### config.mk
export PLATFORM = sky130hd
export DESIGN_NAME = mr1_bus_arbiter
export DESIGN_NICKNAME = d
export VERILOG_FILES = /design/src/rtl/mr1_bus_pkg.sv /design/src/rtl/mr1_bus_id_fifo.sv /design/src/rtl/mr1_bus_arbiter.sv
export SDC_FILE = /design/constraint.sdc
export NUM_CORES = 1
export LEC_CHECK = 0
export CAP_MARGIN = 10
export CORE_AREA = 5 5 103 105
export CTS_BUF_LIST = sky130_fd_sc_hd__clkbuf_4
export CTS_CLUSTER_DIAMETER = 200
export DETAILED_ROUTE_END_ITERATION = 8
export DIE_AREA = 0 0 108 110
export PLACE_DENSITY = 0.7
export SLEW_MARGIN = 20
export SYNTH_ARGS = -nofsm -noshare
export SYNTH_HDL_FRONTEND = slang
export SYNTH_SLANG_ARGS = --single-unit
### constraint.sdc
create_clock -name clk -period 3.1 [get_ports clk]
set_input_delay 0.93 -clock clk [delete_from_list [all_inputs] [get_ports clk]]
set_output_delay 0.93 -clock clk [all_outputs]
set_load 0.05 [all_outputs]
### src/rtl/mr1_bus_pkg.sv
// Shared types for the MR1 bus arbiter.
//   reqId_e  : which requester issued a read (routes the response back)
//   SIZE_*   : access size encodings used on the command payload
//   memCmd_t : command payload carried from a requester to the memory port
package mr1_bus_pkg;

  typedef enum logic {
    REQ_I = 1'b0,
    REQ_D = 1'b1
  } reqId_e;

  localparam logic [1:0] SIZE_B = 2'd0;
  localparam logic [1:0] SIZE_H = 2'd1;
  localparam logic [1:0] SIZE_W = 2'd2;

  typedef struct packed {
    logic        wr;
    logic [31:0] addr;
    logic [31:0] wdata;
    logic [1:0]  size;
  } memCmd_t;

endpackage

### src/rtl/mr1_bus_id_fifo.sv
// In-order ID FIFO: remembers which requester owns each outstanding read.
//   clk, reset : clock, async active-high reset (empties the FIFO)
//   push, din  : enqueue din (ignored when full unless popping the same cycle)
//   pop, dout  : dequeue; dout is the head entry, valid while !empty
//   full, empty, count : occupancy
module mr1_bus_id_fifo #(
  parameter  int DEPTH = 2,
  parameter  int WIDTH = 1,
  localparam int PW    = (DEPTH > 1) ? $clog2(DEPTH) : 1,
  localparam int CW    = $clog2(DEPTH) + 1
) (
  input  logic             clk,
  input  logic             reset,
  input  logic             push,
  input  logic             pop,
  input  logic [WIDTH-1:0] din,
  output logic [WIDTH-1:0] dout,
  output logic             full,
  output logic             empty,
  output logic [CW-1:0]    count
);

  logic [WIDTH-1:0] mem [DEPTH];
  logic [PW-1:0]    wrPtr, rdPtr;
  logic             doPush, doPop;

  function automatic logic [PW-1:0] nextPtr(input logic [PW-1:0] p);
    return (p == PW'(DEPTH - 1)) ? '0 : p + 1'b1;
  endfunction

  assign empty  = (count == '0);
  assign full   = (count == CW'(DEPTH));
  assign doPop  = pop && !empty;
  // A pop frees the slot in the same cycle, so push-while-full is legal then.
  assign doPush = push && (!full || doPop);
  assign dout   = mem[rdPtr];

  always_ff @(posedge clk or posedge reset) begin
    if (reset) begin
      wrPtr <= '0;
      rdPtr <= '0;
      count <= '0;
    end else begin
      if (doPush) wrPtr <= nextPtr(wrPtr);
      if (doPop)  rdPtr <= nextPtr(rdPtr);
      case ({doPush, doPop})
        2'b10:   count <= count + 1'b1;
        2'b01:   count <= count - 1'b1;
        default: ;
      endcase
    end
  end

  always_ff @(posedge clk) begin
    if (doPush) mem[wrPtr] <= din;
  end

endmodule

### src/rtl/mr1_bus_arbiter.sv
// Shares one memory port between the MR1 iBus (fetch) and dBus (load/store).
// Commands pass combinationally after arbitration; read responses return in
// order and are steered by an ID FIFO. dBus wins contention unless iBus has
// lost STARVE_LIMIT arbitration cycles in a row.
//   clk, reset          : clock, async active-high reset
//   iBus_cmd_* / rsp_*  : fetch command and instruction return
//   dBus_cmd_* / rsp_*  : load/store command and load data return
//   mem_cmd_* / rsp_*   : shared memory port (in-order responses)
//   err_unexpected_rsp  : sticky, response seen with nothing outstanding
module mr1_bus_arbiter
  import mr1_bus_pkg::*;
#(
  parameter int MAX_OUTSTANDING = 2,
  parameter int STARVE_LIMIT    = 4
) (
  input  logic        clk,
  input  logic        reset,
  input  logic        iBus_cmd_valid,
  output logic        iBus_cmd_ready,
  input  logic [31:0] iBus_cmd_payload_pc,
  output logic        iBus_rsp_ready,
  output logic [31:0] iBus_rsp_inst,
  input  logic        dBus_cmd_valid,
  output logic        dBus_cmd_ready,
  input  logic        dBus_cmd_payload_wr,
  input  logic [31:0] dBus_cmd_payload_address,
  input  logic [31:0] dBus_cmd_payload_data,
  input  logic [1:0]  dBus_cmd_payload_size,
  output logic        dBus_rsp_ready,
  output logic [31:0] dBus_rsp_data,
  output logic        mem_cmd_valid,
  input  logic        mem_cmd_ready,
  output logic        mem_cmd_wr,
  output logic [31:0] mem_cmd_addr,
  output logic [31:0] mem_cmd_wdata,
  output logic [1:0]  mem_cmd_size,
  input  logic        mem_rsp_valid,
  input  logic [31:0] mem_rsp_data,
  output logic        err_unexpected_rsp
);

  localparam int SW = $clog2(STARVE_LIMIT + 1);
  localparam int CW = $clog2(MAX_OUTSTANDING) + 1;

  logic          locked;
  reqId_e        lockOwner;
  logic [SW-1:0] starveCnt;
  logic          errFlag;

  logic          fifoFull, fifoEmpty, fifoPush, rspPop;
  logic [CW-1:0] fifoCount;
  logic [0:0]    headId;
  reqId_e        pushId;

  logic          iElig, dElig, grantI, grantD;
  memCmd_t       iCmd, dCmd, selCmd;

  assign iCmd = '{wr: 1'b0, addr: iBus_cmd_payload_pc, wdata: 32'd0, size: SIZE_W};
  assign dCmd = '{wr: dBus_cmd_payload_wr, addr: dBus_cmd_payload_address,
                  wdata: dBus_cmd_payload_data, size: dBus_cmd_payload_size};

  // Reads are held back while the ID FIFO is full; stores always go.
  assign iElig = iBus_cmd_valid && !fifoFull;
  assign dElig = dBus_cmd_valid && (dBus_cmd_payload_wr || !fifoFull);

  always_comb begin
    grantI = 1'b0;
    grantD = 1'b0;
    if (reset) begin
      grantI = 1'b0;
    end else if (locked) begin
      // A stalled handshake keeps its owner; the other side cannot sneak in.
      grantI = (lockOwner == REQ_I) && iElig;
      grantD = (lockOwner == REQ_D) && dElig;
    end else if (iElig && dElig) begin
      if (starveCnt == SW'(STARVE_LIMIT)) grantI = 1'b1;
      else                                grantD = 1'b1;
    end else begin
      grantI = iElig;
      grantD = dElig;
    end
  end

  assign selCmd         = grantD ? dCmd : (grantI ? iCmd : '0);
  assign mem_cmd_valid  = grantI || grantD;
  assign mem_cmd_wr     = selCmd.wr;
  assign mem_cmd_addr   = selCmd.addr;
  assign mem_cmd_wdata  = selCmd.wdata;
  assign mem_cmd_size   = selCmd.size;
  assign iBus_cmd_ready = grantI && mem_cmd_ready;
  assign dBus_cmd_ready = grantD && mem_cmd_ready;

  assign fifoPush = mem_cmd_valid && mem_cmd_ready && !mem_cmd_wr;
  assign pushId   = grantD ? REQ_D : REQ_I;
  assign rspPop   = mem_rsp_valid && !fifoEmpty;

  mr1_bus_id_fifo #(.DEPTH(MAX_OUTSTANDING), .WIDTH(1)) idFifo (
    .clk   (clk),
    .reset (reset),
    .push  (fifoPush),
    .pop   (rspPop),
    .din   (pushId),
    .dout  (headId),
    .full  (fifoFull),
    .empty (fifoEmpty),
    .count (fifoCount)
  );

  assign iBus_rsp_ready     = rspPop && (headId == REQ_I);
  assign dBus_rsp_ready     = rspPop && (headId == REQ_D);
  assign iBus_rsp_inst      = mem_rsp_data;
  assign dBus_rsp_data      = mem_rsp_data;
  assign err_unexpected_rsp = errFlag;

  always_ff @(posedge clk or posedge reset) begin
    if (reset) begin
      locked    <= 1'b0;
      lockOwner <= REQ_I;
      starveCnt <= '0;
      errFlag   <= 1'b0;
    end else begin
      locked <= mem_cmd_valid && !mem_cmd_ready;
      if (mem_cmd_valid && !mem_cmd_ready) lockOwner <= pushId;

      if (grantI && mem_cmd_ready)
        starveCnt <= '0;
      else if (iBus_cmd_valid && grantD && starveCnt != SW'(STARVE_LIMIT))
        starveCnt <= starveCnt + 1'b1;

      if (mem_rsp_valid && fifoCount == '0) errFlag <= 1'b1;
    end
  end

endmodule

==> flow_summary.ini, run 1 <==
[outcome]
outcome = finished, violations left
violations = setup timing

[yosys]
synth-main-ff-cell = dfrtp_1
synthTopCellsByCount = buf_4, and3_1, a22o_1
syn_avg_cell_area_sq_um = 8.55
ys_seq_area_share_pct = 17.5
netlist_area_sq_um = 1780
synth_area_leader_cell = buf_4
synth_top_cell_area_share_pct = 27.0
synth-edff-count = 2
synth_fa_ha_area_share_pct = 2.11
synth_xor_area_share_pct = 3.45
synth_top_cells_by_area = buf_4, a22o_1, dfrtp_1, and3_1, edfxtp_1
synthCells = 208
synthSimpleGateAreaFrac_pct = 23.0
ys_types = 33
synthMuxAreaShare_pct = 1.13
ys_ff_latch = 12
synth.most_common_cell = buf_4
synthArstFlopShare_pct = 83.3
ys.warnings.count = 0
syn-num-nets = 348
synth_compound_area_share_pct = 19.0
synth_top_family_by_area = buffers and inverters

[pwr]
p_leak_nw = 2.01
p_per_area_nw_per_um2 = 435
p_total_w = 0.00196
ir_drop_v = 0.000175

[cells_and_area]
n_fill_cell = 861
fin_area_sq_um = 4510
drive_gt1_share_pct = 43.6
antenna-diode-count = 0
nNetsFinal = 476
syn2layout_area_growth_pct = 154

[worst_hold_path]
hold_depth = 1
hp-start = err_unexpected_rsp$_DFFE_PP0P_
hold_path_end = err_unexpected_rsp$_DFFE_PP0P_
hold_class = reg -> reg

[worst_setup_path]
worst-path-max-fanout = 8
setup.worst_path.start = dBus_cmd_payload_wr
endpoint_kind = primary output
required_ps = 2170
worst_r2r_endpoint = idFifo.count[1]$_DFFE_PP0P_
startpoint_type = input port
worstSetupPathType = in -> out
rr_worst_depth = 8
cp_top_family = buffers and inverters
cp_slowest_cell = a22o_4
r2r_slack_ps = 780
cpPeakStageDelay_ps = 270
worstReg2RegStart = idFifo.count[0]$_DFFE_PP0P_
arrival_ps = 2180
crit_chain = buf_8 -> nor3b_4 -> nor4b_4 -> and2_4 -> buf_6 -> buf_16 -> a22o_4 -> buf_12
cp.buffers_inverters = 4

[placement]
place_area_sq_um = 3990
gp_congestion = 0.749
portBuffers = 177
hpwl_mm = 6.77

[drt]
drtIter0Drc = 48
wl_per_cell_microns = 19.1
vias_per_cell = 4.23
drc = 0
ant_nets = 0
vias = 1981
drtPass1Iterations = 4
totalWireLength_mm = 8.93

[clock_network]
numCtsBuffers = 3
cts_tree = built
ctsHoldBuffers = 0
cts_root_buffer = clkbuf_4
htree_levels = 1
clock_latency_ps = 270
cts_sinks = 12
path_clk_slew_ps = 70
clock_path_buffers = 2

[grt]
antenna_found_initial = 0
grt_usage_pct = 13.6
grt_pass1_vias = 2118
grt_max_degree = 37
grt_pass1_wl_mm = 12.4
gr-total-overflow = 0

[sta]
post-route-period-util_pct = 100
rsz0062_at_grt = true
fmax_mhz = 321
min_period_ps = 3110
drv_slew = 0
worst_pin_slew_ps = 493
fin_tns_setup_ps = -32.2
fin_ws_ps = -14.4
fin_worst_skew_ps = 10.2
slew_headroom_pct = 67.0
hold_violations = 0
finalSetupViolations = 3

[die]
io_pins = 274
die-area_sq_um = 11900
die_y_microns = 110
std_cell_rows = 36
core-area_sq_um = 9550
initial_core_util_pct = 18.6
die_x_microns = 108

[job]
maxCapViolCount = 0
## final cells by class
| type | count | area, sq um | share of cell area [%] |
|---|---|---|---|
| repair buffers | 200 | 2810 | 62.3 |
| multi-input cells | 113 | 1170 | 26.0 |
| flip-flops and latches | 12 | 310 | 6.87 |
| well taps | 133 | 166 | 3.69 |
| clock buffers | 3 | 22.5 | 0.499 |
| inverters | 6 | 22.5 | 0.499 |
| clock inverters | 1 | 3.75 | 0.0831 |
## flip-flops by register name, indices dropped and copies added (netlist names)
name and count:
starveCnt 3, idFifo.count 2, idFifo.mem 2, err_unexpected_rsp 1, idFifo.rdPtr 1, idFifo.wrPtr 1, lockOwner 1, locked 1
## through the flow
step | cells | utilization, % | hold slack [ps] | worst slack [ps]
3_3_place_gp | 453 | 41.8 | 438 | -454
3_5_place_dp | 453 | 41.8 | 444 | -481
2_1_floorplan | 208 | - | 468 | 16.4
5_1_grt | 468 | 47.3 | 473 | -48.2
6_report | 468 | 47.3 | 457 | -14.4
4_1_cts | 466 | 46.9 | 460 | -21.9
## what timing repair did
item | in CTS | in global routing
buffers inserted | 5 | 2
resized for setup | 64 | 8
setup endpoints to repair | 70 | 37
pin swaps | 37 | 7
gates cloned | 5 | 1
## kinds of logic (layout without fill, tap and decap cells)
family | after synthesis | in the layout
buffers and inverters | 83 | 210
and+or+nand+nor | 62 | 62
AOI/OAI and AO/OA | 39 | 39
DFF | 12 | 12
xor gates and xnor gates | 7 | 7
adders and majority gates | 3 | 3
muxes | 2 | 2
## how the worst max path moves through the flow
stage                  endpoint  slack [ps]  cells past startpoint
6_report       mem_cmd_addr[21]         -10                      8
3_5_place_dp   mem_cmd_addr[23]        -480                      7
4_1_cts        mem_cmd_addr[12]         -20                      8
2_1_floorplan   mem_cmd_size[1]          20                      5
3_3_place_gp   mem_cmd_addr[29]        -450                      7
5_1_grt        mem_cmd_addr[21]         -50                      8
## metal layers
| metal | vias to the layer above | wire, microns | share of wire (%) | global-route usage, % |
|---|---|---|---|---|
| met2 | 121 | 5020 | 56 | 26.3 |
| met4 | 0 | 63 | 0.71 | 1.89 |
| met3 | 14 | 876 | 9.8 | 4.95 |
| met1 | 916 | 2970 | 33 | 14.5 |
| li1 | 930 | - | - | - |
| met5 | - | 0 | 0 | 0 |
## layout by cell type, fill, tap and decap left out, types with 2 or more instances in the layout
cell / instances
nor2b_1: 2
mux2i_1: 2
dfrtp_1: 10
xnor2_1: 5
and3_1: 31
clkbuf_4: 3
nand2_1: 2
and2_1: 2
nand3_1: 2
and2_4: 2
buf_6: 4
a22o_4: 30
a22o_1: 3
buf_16: 4
and3_4: 4
buf_4: 12
edfxtp_1: 2
xor2_1: 2
ha_1: 3
buf_12: 75
inv_1: 6
clkdlybuf4s50_1: 101
a21o_1: 2
nor2_1: 8
## power by group
group / total [W] / leakage (nW) / switching (W) / internal [W]
registers: 0.000272 / 0.136 / 0.0000566 / 0.000215
clock network: 0.0000976 / 0.0154 / 0.0000510 / 0.0000466
logic: 0.00159 / 1.85 / 0.000758 / 0.000834
Note: power is estimated with default switching activity, not from simulation.
==> run 2, diff against run 1 <==
Settings changed: CORE_AREA 5 5 103 105 to default, CORE_ASPECT_RATIO from default to 0.5, CORE_MARGIN from default to 5, CORE_UTILIZATION from default to 24, DIE_AREA 0 0 108 110 to default, PLACE_DENSITY 0.7 to 0.9.
==> run 2 against run 1 <==
Effect of this change:
- the run still ends with setup timing left
- power grew 2.6%
- critical path depth stayed put
- worst setup slack got worse by 11 ps
- critical path type unchanged
- largest cell class unchanged
- largest power group unchanged
==> flow_summary.ini, run 2 (synthesis gave the netlist of run 1 again) <==
[cells_and_area]
n_fill_cell = 537
top_regs = starveCnt: 3 flops, idFifo.count: 2 flops, idFifo.mem: 2 flops
drive_gt1_share_pct = 44.0
largest_reg_flops = 3
most-common-layout-cells = clkdlybuf4s50_1, buf_12, and3_1, a22o_4, buf_4
layout_commonest_cell = clkdlybuf4s50_1
top_register = starveCnt
syn2layout_area_growth_pct = 156
nNetsFinal = 482
antenna-diode-count = 0
seq_area_sq_um = 310
multi_input_area_sq_um = 1180

[sta]
slew_headroom_pct = 66.1
fmax_mhz = 320
hold_violations = 0
fin_hold_ws_ps = 465
drv_slew = 0
finalSetupViolations = 19
min_period_ps = 3130
worst_pin_slew_ps = 504
post-route-period-util_pct = 101
fin_worst_skew_ps = 0.721
rsz0062_at_grt = true
fin_ws_ps = -25.1

[worst_setup_path]
crit_chain = buf_8 -> nor3b_4 -> nor4b_4 -> and2_4 -> buf_6 -> buf_16 -> a22o_4 -> buf_12
endpoint_kind = primary output
cp_top_family = buffers and inverters
required_ps = 2170
r2r_slack_ps = 710
arrival_ps = 2200
worstSetupPathType = in -> out
rr_worst_depth = 8
startpoint_type = input port
worst_r2r_endpoint = idFifo.count[1]$_DFFE_PP0P_
cpPeakStageDelay_ps = 260
worstReg2RegStart = idFifo.count[0]$_DFFE_PP0P_
cp.buffers_inverters = 4
cp_slowest_cell = a22o_4
worst-path-max-fanout = 5

[clock_network]
htree_levels = 1
ctsHoldBuffers = 0
clock_latency_ps = 290
cts_sinks = 12
cts_tree = built
clock_path_buffers = 2
numCtsBuffers = 3
cts_root_buffer = clkbuf_4
path_clk_slew_ps = 80

[die]
die-area_sq_um = 9330
die_y_microns = 70.9
initial_core_util_pct = 24.5
core-area_sq_um = 7270
std_cell_rows = 22
die_x_microns = 132
io_pins = 274

[grt]
grt_max_degree = 37
grt_pass1_vias = 2192
gr-total-overflow = 0
antenna_found_initial = 0
grt_usage_pct = 18.4
grt_pass1_wl_mm = 13.7

[drt]
vias_per_cell = 4.52
wl_per_cell_microns = 21.5
ant_nets = 0
totalWireLength_mm = 9.41
vias = 1977
drc = 0
drtIter0Drc = 103
drtPass1Iterations = 4

[job]
maxCapViolCount = 0

[placement]
hpwl_mm = 6.53
portBuffers = 177
gp_congestion = 0.833
place_ws_ps = -507

[outcome]
outcome = finished, violations left
violations = setup timing

[worst_hold_path]
hold_class = reg -> reg
hp-start = err_unexpected_rsp$_DFFE_PP0P_
hold_path_end = err_unexpected_rsp$_DFFE_PP0P_
hold_depth = 1

[pwr]
p_leak_nw = 2.06
ir_drop_v = 0.000153
p_per_area_nw_per_um2 = 443
==> run 2: what timing repair did <==
item                       4_1_cts  5_1_grt
setup endpoints to repair       70       37
pin swaps                       29       13
buffers inserted                 9        3
cloned                           6        1
hold endpoints to repair         0        0
resized for setup               60       11
==> run 2: routing by layer <==
| metal | up-vias | part of all wire (%) | track usage, % |
|---|---|---|---|
| li1 | 940 | - | - |
| met1 | 982 | 40 | 22.3 |
| met2 | 45 | 55 | 34.0 |
| met3 | 10 | 3.5 | 3.13 |
| met4 | 0 | 1.5 | 4.90 |
| met5 | - | 0 | 0 |
==> run 2: worst max path at each step <==
stage | start | to | slack [ps] | cells past startpoint
after floorplan | reset | mem_cmd_size[1] | 20 | 5
after global placement | dBus_cmd_valid | mem_cmd_addr[28] | -440 | 7
after detailed placement | dBus_cmd_valid | mem_cmd_addr[28] | -510 | 7
after CTS | dBus_cmd_payload_wr | mem_cmd_addr[31] | -20 | 8
after global routing | dBus_cmd_payload_wr | mem_cmd_addr[28] | -40 | 8
final | dBus_cmd_payload_wr | mem_cmd_addr[28] | -30 | 8
==> run 2: area by class of cell <==
class | instances | share of cell area [%]
clock buffer | 3 | 0.496
multi-input combinational | 113 | 25.9
tap | 96 | 2.64
inverter | 6 | 0.496
clock inverter | 1 | 0.0826
sequential | 12 | 6.83
timing repair buffer | 206 | 63.5
==> run 2: power by group <==
| part | internal [W] | total (W) | switching, W |
|---|---|---|---|
| clock | 0.0000469 | 0.000109 | 0.0000622 |
| sequential | 0.000215 | 0.000273 | 0.0000578 |
| combinational | 0.000854 | 0.00163 | 0.000776 |
| total | 0.00112 | 0.00201 | 0.000896 |
==> run 2: per-stage QoR <==
stage          setup TNS [ps]  utilization, %  cell area, sq um  cells  total power, W
2_1_floorplan               0               -              1810    208         0.00121
3_3_place_gp           -24840            54.3              3950    416         0.00165
3_5_place_dp           -28500            54.3              3950    416         0.00168
4_1_cts                  -211            61.6              4480    435         0.00198
5_1_grt                  -646            62.5              4540    437         0.00209
6_report                 -180            62.5              4540    437         0.00201
==> run 2: worst reg2reg max path: stages (launching register included) <==
cell and delay, ps:
dfrtp_1 480, or2b_2 400, nand4_4 110, buf_4 300, and4b_1 290, o221ai_2 120, ha_1 320, nor2_1 160
xor2_1 150
==> run 3, diff against run 2 <==
Clock period 3.1 ns to 3.14 ns, I/O delays scaled along.
==> run 3 against run 2 <==
Effect of this change:
- the flow still finishes with violations (setup timing)
- clock skew grew 7.3 ps
- core utilization shrank 0.77 points
- worst setup slack gained 22 ps
- final cell count shrank 0.92%
- count of clock-buffer cells in the layout grew 1
- cell area shrank 1.2%
- hold slack lost 2.0 ps
- via count shrank 2.8%
- largest power group unchanged
- highest routed layer unchanged
==> flow_summary.ini, run 3 (synthesis gave the netlist of run 1 again) <==
[outcome]
outcome = finished, violations left
violations = setup timing

[worst_setup_path]
arrival_ps = 2200
startpoint_type = input port
worstReg2RegStart = idFifo.count[0]$_DFFE_PP0P_
required_ps = 2200
rr_worst_depth = 9
r2r_slack_ps = 660
worstSetupPathType = in -> out
cpPeakStageDelay_ps = 270
cp_slowest_cell = a22o_4
critPathMostFrequentCell = buf_6
worst-path-max-fanout = 5
worst_r2r_endpoint = idFifo.count[1]$_DFFE_PP0P_
crit_chain = buf_6 -> nor3b_4 -> nor4b_4 -> and2_4 -> buf_6 -> buf_16 -> a22o_4 -> buf_12
endpoint_kind = primary output

[pwr]
ir_drop_v = 0.000158
p_leak_nw = 2.01
p_per_area_nw_per_um2 = 439

[clock_network]
ctsHoldBuffers = 0
clock_latency_ps = 280
path_clk_slew_ps = 80
cts_tree = built
clock_path_buffers = 2
cts_sinks = 12
cts_root_buffer = clkbuf_4
numCtsBuffers = 3
htree_levels = 1

[grt]
grt_max_degree = 37
antenna_found_initial = 0
grt_pass1_vias = 2072
grt_pass1_wl_mm = 13.0
gr-total-overflow = 0
grt_usage_pct = 17.4

[die]
std_cell_rows = 22
core-area_sq_um = 7270
die-area_sq_um = 9330
die_x_microns = 132
io_pins = 274
die_y_microns = 70.9
initial_core_util_pct = 24.5

[drt]
totalWireLength_mm = 8.82
drc = 0
ant_nets = 0
wl_per_cell_microns = 20.4
vias = 1922
vias_per_cell = 4.44
drtIter0Drc = 72
drtPass1Iterations = 4

[cells_and_area]
top_register = starveCnt
largest_reg_flops = 3
layout_commonest_cell = clkdlybuf4s50_1
utilization_pct = 61.7
most-common-layout-cells = clkdlybuf4s50_1, buf_12, a22o_4, and3_1, buf_4
antenna-diode-count = 0
top_regs = starveCnt: 3 flops, idFifo.count: 2 flops, idFifo.mem: 2 flops
n_fill_cell = 584
nNetsFinal = 478
drive_gt1_share_pct = 44.5
seq_area_sq_um = 310
multi_input_area_sq_um = 1180
syn2layout_area_growth_pct = 152

[worst_hold_path]
hp-start = err_unexpected_rsp$_DFFE_PP0P_
hold_depth = 1
hold_class = reg -> reg
hold_path_end = err_unexpected_rsp$_DFFE_PP0P_

[sta]
worst_pin_slew_ps = 533
fmax_mhz = 318
slew_headroom_pct = 64.1
hold_violations = 0
finalSetupViolations = 1
post-route-period-util_pct = 100
fin_tns_setup_ps = -3.59
fin_ws_ps = -3.59
fin_worst_skew_ps = 8.02
min_period_ps = 3140
drv_slew = 0
rsz0062_at_grt = true

[job]
maxCapViolCount = 0

[placement]
gp_congestion = 0.827
hpwl_mm = 6.66
portBuffers = 177
run 3: cell count changes in the layout (fill, tap and decap cells not counted):
cell / before / now
buf_12: 73 / 77
clkdlybuf4s15_2: 0 / 1
and3_4: 1 / 6
buf_16: 6 / 3
a22o_4: 32 / 29
buf_8: 3 / 1
clkinv_1: 1 / 0
and3_1: 34 / 29
a22o_1: 1 / 4
clkbuf_4: 3 / 4
buf_2: 0 / 2
buf_4: 18 / 13
clkdlybuf4s15_1: 1 / 0
run 3: layer usage:
layer | global-route usage (%) | vias to the layer above | routed length (microns)
met4 | 2.96 | 0 | 39
met3 | 2.98 | 4 | 328
met5 | 0 | - | 0
met2 | 32.2 | 31 | 4880
li1 | - | 933 | -
met1 | 21.6 | 954 | 3580
run 3: worst max path at each step:
stage	slack (ps)	cells after the start	startpoint	to
5_1_grt	-40	7	reset	mem_cmd_addr[13]
6_report	-4	8	dBus_cmd_payload_wr	mem_cmd_addr[28]
2_1_floorplan	30	5	reset	mem_cmd_size[1]
3_3_place_gp	-420	7	dBus_cmd_valid	mem_cmd_addr[28]
3_5_place_dp	-460	7	dBus_cmd_valid	mem_cmd_addr[28]
4_1_cts	-90	9	dBus_cmd_payload_wr	mem_cmd_addr[2]
run 3: timing repair:
item / in CTS / in global routing
resized for setup: 61 / 9
pin swaps: 30 / 8
cloned: 4 / 1
setup endpoints to repair: 70 / 34
buffers inserted: 8 / 1
run 3: stage by stage:
stage                     setup slack [ps]  total power, W  hold WS, ps  std cells  area [sq um]
final                                -3.59         0.00197          463        433          4490
after global routing                 -37.1         0.00204          496        433          4490
after CTS                            -94.6         0.00196          466        432          4440
after detailed placement              -455         0.00166          447        416          3950
after global placement                -422         0.00163          446        416          3950
after floorplan                       32.4         0.00119          468        208          1810
run 3: cell type report:
class	count	area share, %
Inverter	6	0.502
Multi-Input combinational cell	113	26.2
Sequential cell	12	6.92
Tap cell	96	2.68
Clock buffer	4	0.669
Timing Repair Buffer	202	63.0
run 3: critical path, delay by kind of cell:
| family | cells | cell delay (ps) |
|---|---|---|
| AO/OA/AOI/OAI | 1 | 270 |
| buffers and inverters | 4 | 530 |
| AND/OR/NAND/NOR | 3 | 460 |
run 3: report_power, final:
part / switching (W) / leakage, nW / internal, W / total [W]
combinational: 0.000755 / 1.85 / 0.000827 / 0.00158
sequential: 0.0000581 / 0.136 / 0.000213 / 0.000271
clock: 0.0000588 / 0.0184 / 0.0000580 / 0.000117
